`src/rtl/mic_pkg.sv`:
```
// Shared types and frame constants for the Pmod MIC3 (ADCS7476) sampler.
package mic_pkg;

  // SPI read sequencer states
  typedef enum logic [1:0] {
    IDLE     = 2'd0,
    CS_SETUP = 2'd1,
    SHIFT    = 2'd2,
    QUIET    = 2'd3
  } state_t;

  // ADCS7476 frame: 4 leading zeros followed by 12 data bits, MSB first
  localparam int FRAME_BITS = 16;
  localparam int LEAD_ZEROS = 4;
  localparam int DEF_DATA_W = 12;

  // Unsigned maximum of two samples (offset-binary compares as plain unsigned)
  function automatic logic [DEF_DATA_W-1:0] umax(input logic [DEF_DATA_W-1:0] a,
                                                 input logic [DEF_DATA_W-1:0] b);
    return (a > b) ? a : b;
  endfunction

endpackage

```
`src/rtl/mic_peak_tracker.sv`:
```
// Windowed peak detector: reports the largest sample seen in each block of
// PEAK_WINDOW samples, then restarts from zero for the next block.
module mic_peak_tracker
  import mic_pkg::*;
#(
  parameter int PEAK_WINDOW = 4000,
  parameter int DATA_W      = DEF_DATA_W
) (
  input  logic              clk,
  input  logic              rst_n,
  input  logic [DATA_W-1:0] sample,
  input  logic              sample_valid,
  output logic [DATA_W-1:0] peak,
  output logic              peak_valid
);

  localparam int CNT_W = (PEAK_WINDOW > 1) ? $clog2(PEAK_WINDOW) : 1;
  localparam logic [CNT_W-1:0] LAST_IDX = CNT_W'(PEAK_WINDOW - 1);

  logic [CNT_W-1:0]  count;
  logic [DATA_W-1:0] acc;
  logic [DATA_W-1:0] max_val;

  // The incoming sample is included in the window it closes.
  assign max_val = (sample > acc) ? sample : acc;

  // Accumulate the running maximum; publish and clear on the last sample of a window
  always_ff @(posedge clk or negedge rst_n) begin
    if (!rst_n) begin
      count      <= '0;
      acc        <= '0;
      peak       <= '0;
      peak_valid <= 1'b0;
    end else begin
      peak_valid <= 1'b0;
      if (sample_valid) begin
        if (count == LAST_IDX) begin
          peak       <= max_val;
          peak_valid <= 1'b1;
          acc        <= '0;
          count      <= '0;
        end else begin
          acc   <= max_val;
          count <= count + 1'b1;
        end
      end
    end
  end

endmodule

```
`src/rtl/mic_spi_sampler.sv`:
```
// Pmod MIC3 sampler: each rising edge of sample_clk starts one 16-bit SPI read
// of the ADCS7476, publishes the 12-bit result with a one-cycle valid pulse and
// feeds a windowed peak detector used by the volume / display logic.
//
// state    | meaning
// ---------+---------------------------------------------------------------
// IDLE     | waiting for a sample_clk rising edge
// CS_SETUP | cs_n low, sclk high for one half-period before the first bit
// SHIFT    | 16 bits, each a low half then a high half; MISO taken at the
//          | last cycle of every high half
// QUIET    | cs_n high for one half-period before the next frame may start
module mic_spi_sampler
  import mic_pkg::*;
#(
  parameter int SCLK_HALF_DIV = 25,
  parameter int PEAK_WINDOW   = 4000,
  parameter int DATA_W        = DEF_DATA_W
) (
  input  logic              CLOCK,
  input  logic              RESETN,
  input  logic              sample_clk,
  input  logic              mic_miso,
  output logic              mic_cs_n,
  output logic              mic_sclk,
  output logic [DATA_W-1:0] sample,
  output logic              sample_valid,
  output logic [DATA_W-1:0] peak,
  output logic              peak_valid,
  output logic              busy,
  output logic              overrun
);

  localparam int HALF_W = $clog2(SCLK_HALF_DIV);
  localparam logic [HALF_W-1:0] HALF_LOAD = HALF_W'(SCLK_HALF_DIV - 1);
  localparam int BIT_W = $clog2(FRAME_BITS);
  localparam logic [BIT_W-1:0] LAST_BIT = BIT_W'(FRAME_BITS - 1);
  localparam int DATA_MSB = FRAME_BITS - LEAD_ZEROS - 1;

  state_t                  state;
  logic                    sc_prev;
  logic                    miso_meta;
  logic                    miso_sync;
  logic                    trigger;
  logic [HALF_W-1:0]       half_cnt;
  logic [BIT_W-1:0]        bit_cnt;
  logic [FRAME_BITS-1:0]   shift_reg;
  logic [FRAME_BITS-1:0]   shift_next;
  logic                    unused_lead;

  assign trigger    = sample_clk & ~sc_prev;
  assign shift_next = {shift_reg[FRAME_BITS-2:0], miso_sync};
  // The oldest frame bit is always a leading zero and simply falls off.
  assign unused_lead = shift_reg[FRAME_BITS-1];

  // Edge-detect history and 2-flop MISO synchronizer; sc_prev resets high so a
  // sample_clk already high at reset release is not taken as an edge
  always_ff @(posedge CLOCK or negedge RESETN) begin
    if (!RESETN) begin
      sc_prev   <= 1'b1;
      miso_meta <= 1'b0;
      miso_sync <= 1'b0;
    end else begin
      sc_prev   <= sample_clk;
      miso_meta <= mic_miso;
      miso_sync <= miso_meta;
    end
  end

  // SPI read sequencer with registered cs_n, sclk, sample, valid, busy, overrun
  always_ff @(posedge CLOCK or negedge RESETN) begin
    if (!RESETN) begin
      state        <= IDLE;
      half_cnt     <= '0;
      bit_cnt      <= '0;
      shift_reg    <= '0;
      mic_cs_n     <= 1'b1;
      mic_sclk     <= 1'b1;
      sample       <= '0;
      sample_valid <= 1'b0;
      busy         <= 1'b0;
      overrun      <= 1'b0;
    end else begin
      sample_valid <= 1'b0;
      if (trigger && (state != IDLE)) begin
        overrun <= 1'b1;
      end
      case (state)
        IDLE: begin
          if (trigger) begin
            state    <= CS_SETUP;
            mic_cs_n <= 1'b0;
            busy     <= 1'b1;
            half_cnt <= HALF_LOAD;
          end
        end
        CS_SETUP: begin
          if (half_cnt == '0) begin
            state    <= SHIFT;
            mic_sclk <= 1'b0;
            half_cnt <= HALF_LOAD;
            bit_cnt  <= '0;
          end else begin
            half_cnt <= half_cnt - 1'b1;
          end
        end
        SHIFT: begin
          if (half_cnt != '0) begin
            half_cnt <= half_cnt - 1'b1;
          end else begin
            half_cnt <= HALF_LOAD;
            if (!mic_sclk) begin
              mic_sclk <= 1'b1;
            end else begin
              shift_reg <= shift_next;
              if (bit_cnt == LAST_BIT) begin
                // sclk stays high: it is already at its idle level
                state        <= QUIET;
                mic_cs_n     <= 1'b1;
                sample       <= shift_next[DATA_MSB -: DATA_W];
                sample_valid <= 1'b1;
              end else begin
                mic_sclk <= 1'b0;
                bit_cnt  <= bit_cnt + 1'b1;
              end
            end
          end
        end
        QUIET: begin
          if (half_cnt == '0) begin
            state <= IDLE;
            busy  <= 1'b0;
          end else begin
            half_cnt <= half_cnt - 1'b1;
          end
        end
        default: begin
          state    <= IDLE;
          mic_cs_n <= 1'b1;
          mic_sclk <= 1'b1;
          busy     <= 1'b0;
        end
      endcase
    end
  end

  mic_peak_tracker #(
    .PEAK_WINDOW (PEAK_WINDOW),
    .DATA_W      (DATA_W)
  ) u_peak (
    .clk          (CLOCK),
    .rst_n        (RESETN),
    .sample       (sample),
    .sample_valid (sample_valid),
    .peak         (peak),
    .peak_valid   (peak_valid)
  );

endmodule
```
`config.mk`:
```
export PLATFORM = sky130hd
export DESIGN_NAME = mic_spi_sampler
export DESIGN_NICKNAME = d
export VERILOG_FILES = /design/src/rtl/mic_pkg.sv /design/src/rtl/mic_peak_tracker.sv /design/src/rtl/mic_spi_sampler.sv
export SDC_FILE = /design/constraint.sdc
export NUM_CORES = 1
export LEC_CHECK = 0
export CELL_PAD_IN_SITES_DETAIL_PLACEMENT = 1
export CELL_PAD_IN_SITES_GLOBAL_PLACEMENT = 1
export CORE_MARGIN = 2
export CORE_UTILIZATION = 50
export DETAILED_ROUTE_END_ITERATION = 10
export PLACE_DENSITY_LB_ADDON = 0.3
export SYNTH_ARGS = -nofsm -noshare
export SYNTH_HDL_FRONTEND = slang
export SYNTH_HIERARCHICAL = 1
export SYNTH_SLANG_ARGS = --single-unit
```
`constraint.sdc`:
```
create_clock -name CLOCK -period 7.1 [get_ports CLOCK]
set_clock_uncertainty 0.05 [all_clocks]
set_input_delay 0.71 -clock CLOCK [delete_from_list [all_inputs] [get_ports CLOCK]]
set_output_delay 0.71 -clock CLOCK [all_outputs]
set_load 0.03 [all_outputs]
```
# Word-level counts from Yosys, hierarchy flattened
# Index checks and enable logic that the tools add are counted.
# word_totals
register_bits	79
in_bits	4
out_inout_bits	30
word_cells	91
# classes
add_sub_neg	3
n_lt_le_gt_ge	1
eq_ne	13
mux	37
n_bitwise	3
n_reduce_logical	17
# ops
operator	n
$mux 12	3
$mux 5	4
$pmux 5 s4	1
$mux 4	4
$ne 2x2->1 const B	8
$mux 1	14
$add 12x1->12 const B	1
$eq 12x12->1 const B	1
$gt 12x12->1	1
$mux 2	6
$reduce_and 5->1	2
$reduce_and 3->1	3
$pmux 2 s4	1
$pmux 4 s2	1
$reduce_bool 2->1	4
$pmux 1 s2	3
$reduce_and 6->1	1
$logic_not 5->1	1
$reduce_bool 5->1	1
$sub 5x1->5 const B	1
$add 4x1->4 const B	1
$eq 2x2->1 const B	2
$eq 4x4->1 const B	1
$reduce_and 2->1	2
6 further kinds	7

# Depth between registers and ports, before layout
# logic_depth
word_depth	5
depth_mapped	9
ltp_nobuf	8

# By module
# Netlist, hierarchy kept.
# modules_own_cells
mod	instances	cells_per_inst	area_each_um2	seq_area_each_um2
mic_peak_tracker	1	173	1918.1	925.9
mic_spi_sampler	1	141	1866.8	1054.8

# Worst setup path after synthesis
# OpenSTA, ideal clock, no wires.
# synth_timing
path_type	register to register
startpoint	register sample[10]
endpoint	register u_peak.peak[10]
setup_ns	0.123
t_arrival_ns	2.373
required_time_ns	6.927
setup_slack_ns	4.554
path_stages_with_launch	9
n_path_buf	1
period_less_slack_ns	2.546
path_cell_list	dfrtp_1 ha_1 nand4_1 or3_1 a21o_1 and3_4 or3b_4 buf_6 o221a_1
# synth_via
elab_chain_cells	2
# synth_rtl
item	line_no	source
start, declared	mic_spi_sampler.sv:25	output logic [DATA_W-1:0] sample,
start signal, assigned	mic_spi_sampler.sv:119	sample <= shift_next[DATA_MSB -: DATA_W];
$gt 12x12->1	mic_peak_tracker.sv:25	assign max_val = (sample > acc) ? sample : acc;
$mux 12 (*)	mic_peak_tracker.sv:25	
end signal, assigned	mic_peak_tracker.sv:38	peak <= max_val;
end, declared	mic_peak_tracker.sv:13	output logic [DATA_W-1:0] peak,
# Every way passes the cells marked *; elsewhere a longest branch is shown, timed or not.
# A chain may end at the register's enable or synchronous reset.

# Worst setup path in the final report
# layout_timing
startpoint	register sample[10]
endpoint	register u_peak.peak[2]
# layout_via
elab_chain_cells	2
# layout_rtl
item	line_no
$gt 12x12->1	mic_peak_tracker.sv:25
$mux 12	mic_peak_tracker.sv:25
# Every way passes these cells.

==> results.toml <==
[setup_path]
crit_path_cell_trace = "ha_1 > nand4_1 > or3_1 > a21o_1 > and3_4 > o21ai_0 > buf_4 > o221a_1"
reg2reg_from = "sample[10]$_DFFE_PN0P_"
critPathMaxStageDelay_ps = 740
cp_top_family = "compound AO/OA/AOI/OAI gates"
slowest_stage = "o21ai_0"
arrival_ps = 3260
startpoint_type = "flop"
critPathLaunch = "sample[10]$_DFFE_PN0P_"
end_kind = "flop"
crit_path_max_fanout = 7
critPathKind = "reg2reg"
critPathBufInv = 1
critPathRequiredTime_ps = 7340

[routing]
route.final.wire_length_um = 8537
antenna_left = 0
routed_via_density = 5.874
routedWlPerCell_um = 18.80
drt_iter0_markers = 85
firstDrtPassIters = 4
vias = 2667
drcViolationCount = 0

[power_and_ir_drop]
p_leak_nw = 2.033
switchingPower_mw = 0.3797
clkPwrFrac_pct = 31.0
switching_share_pct = 32.74
pwr-share-seq_pct = 45.4
pwr-share-comb_pct = 23.6
peakVddDrop_mv = 0.1901
p_per_area_nw_per_um2 = 262.9
p_int_mw = 0.7799

[clock_network]
cts_setup_buffers = 0
clk_pin_slew_worst_paths_ps = 90
clk_latency_ps = 360
h-tree-depth = 3
cts_repair_resize_count = 0
cts_tree = "done"
numCtsBuffers = 9
cts_buffer_depth = 2
clockRootBuffer = "clkbuf_8"
clock_sinks = 79
cts_hold_buf = 0

[synthesis]
yosysSeqAreaShare_pct = 52.33
async_flop_share_pct = 100.0
yosys_most_used_dff = "dfrtp_1"
yosys_warnings = 6
syn_avg_cell_area_um2 = 12.05
ys_ff_latch = 79
syn-cell-area_um2 = 3785
syn-num-nets = 337
ys_types = 55
synth-edff-count = 0
syn_inst = 314

[sta]
fin_crit_sh_pct = 42.53
whs_ps = 314.6
worst_pin_slew_ps = 956.2
max_slew_margin_pct = 35.58
setup_viol = 0
grt_setup_unrepaired = "no"
clock.fmax_mhz = 331.2
maxSlewViolCount = 0
setup_tns_ps = 0
timing.final.crit_period_ps = 3020
timing.final.hold_violations = 0

[global_route]
grt_pass1_vias = 2958
grt_overflow = 0
grt_pass1_wl_um = 14790
antenna_found_initial = 0
track_usage_pct = 22.43
grt_max_degree = 80

[floorplan]
ios = 34
die_area_um2 = 8282
chipWidth_um = 91.01
core_um2 = 7292
start_util_pct = 51.90
die_height_um = 91.01
rows = 31

[placement]
port_buffers = 33
gp_congestion = 0.8036
placed_area_um2 = 4199
dp_hpwl_um = 6054

[cells_and_area]
syn_to_final_growth_pct = 16.53
num_antenna_cells = 0
nets = 373
final_area_um2 = 4410
drive_gt1_share_pct = 19.72

[run]
maxCapViolCount = 0

[min_path]
min_from = "miso_meta$_DFF_PN0_"
hp-class = "reg2reg"

[status]
outcome = "completed"
[final cells by class]
| class | count | area (um2) |
|---|---|---|
| clock inverter | 7 | 87.58 |
| timing repair buffer | 36 | 350.3 |
| clock buffer | 9 | 123.9 |
| multi-input combinational | 202 | 1662 |
| sequential | 79 | 1981 |
| fill | 781 | 2882 |
| inverter | 22 | 82.58 |
| tap | 99 | 123.9 |
[power groups by stage]
| stage | Clock [mW] | Combinational (mW) | Sequential [mW] |
|---|---|---|---|
| 6_report | 0.359 | 0.274 | 0.527 |
| 3_3_place_gp | 0 | 0.257 | 0.531 |
| 5_1_grt | 0.388 | 0.299 | 0.534 |
| 3_5_place_dp | 0 | 0.274 | 0.535 |
| 2_1_floorplan | 0 | 0.191 | 0.539 |
| 4_1_cts | 0.370 | 0.276 | 0.527 |
[placed cells by master, fill, tap and decap left out, types with 3 or more instances in the layout]
| master | count |
|---|---|
| inv_1 | 22 |
| nand4_1 | 7 |
| clkbuf_8 | 9 |
| xor2_1 | 4 |
| nand3_1 | 7 |
| nor2b_1 | 3 |
| nand2b_1 | 3 |
| a21oi_1 | 8 |
| mux2i_1 | 6 |
| or2_2 | 12 |
| clkdlybuf4s50_1 | 32 |
| o221a_2 | 3 |
| ha_1 | 19 |
| buf_4 | 4 |
| nor2_1 | 11 |
| inv_6 | 3 |
| or3_1 | 3 |
| o221a_1 | 10 |
| xnor2_1 | 4 |
| nor3_1 | 5 |
| dfstp_2 | 3 |
| dfrtp_1 | 76 |
| o21ai_0 | 12 |
| a22o_1 | 13 |
| mux2_2 | 24 |
| nand2_1 | 12 |
[logic make-up after synthesis]
family,Yosys count,synth area share [%]
simple gates,81,13.29
flops,79,52.33
compound gates,64,13.75
buf+inv,33,3.769
mux,30,8.727
fa+ha+maj,19,6.281
xor+xnor,8,1.851
[layer usage]
metal	track usage, %	part of all wire [%]	up-vias	wire length, um
li1	-	-	1228	-
met1	28.20	44	1398	3796
met2	38.64	52	30	4421
met3	3.734	2.3	11	197
met4	8.838	1.4	0	121
met5	0	0	-	0
[Yosys cell counts, types with 4 or more instances]
master | count | share of area (%)
o221a_1 | 10 | 3.0
xnor2_1 | 4 | 0.93
mux2_2 | 24 | 7.1
nor3_1 | 5 | 0.66
buf_2 | 6 | 0.79
o21ai_0 | 12 | 1.6
mux2i_1 | 6 | 1.6
nor2_1 | 11 | 1.1
xor2_1 | 4 | 0.93
a22o_1 | 13 | 3.0
or2_2 | 12 | 2.0
dfrtp_1 | 76 | 50
nand3_1 | 7 | 0.93
nand4_1 | 7 | 1.2
a21oi_1 | 8 | 1.1
ha_1 | 19 | 6.3
nand2_1 | 12 | 1.2
inv_1 | 22 | 2.2
[final timing paths]
kind / endpoint / slack, ps / cells after the start
setup reg to reg: u_peak/peak[2]$_DFFE_PN0P_ / 4080 / 8
hold / removal: miso_sync$_DFF_PN0_ / 310 / 0
setup / recovery: u_peak/peak[2]$_DFFE_PN0P_ / 4080 / 8
min in group asynchronous: u_peak/count[4]$_DFFE_PN0P_ / 450 / 1
hold reg to reg: miso_sync$_DFF_PN0_ / 310 / 0
max in group asynchronous: u_peak/acc[7]$_DFFE_PN0P_ / 5920 / 1
[per-stage QoR]
step	util (%)	cells	power [mW]	worst slack (ps)
after CTS	60.48	454	1.173	4077
after detailed placement	57.58	438	0.8087	4149
after global routing	60.48	454	1.221	3900
final	60.48	454	1.160	4080
after global placement	57.58	438	0.7888	4306
after floorplan	-	314	0.7298	4554
(Power assumes the default switching activity.)
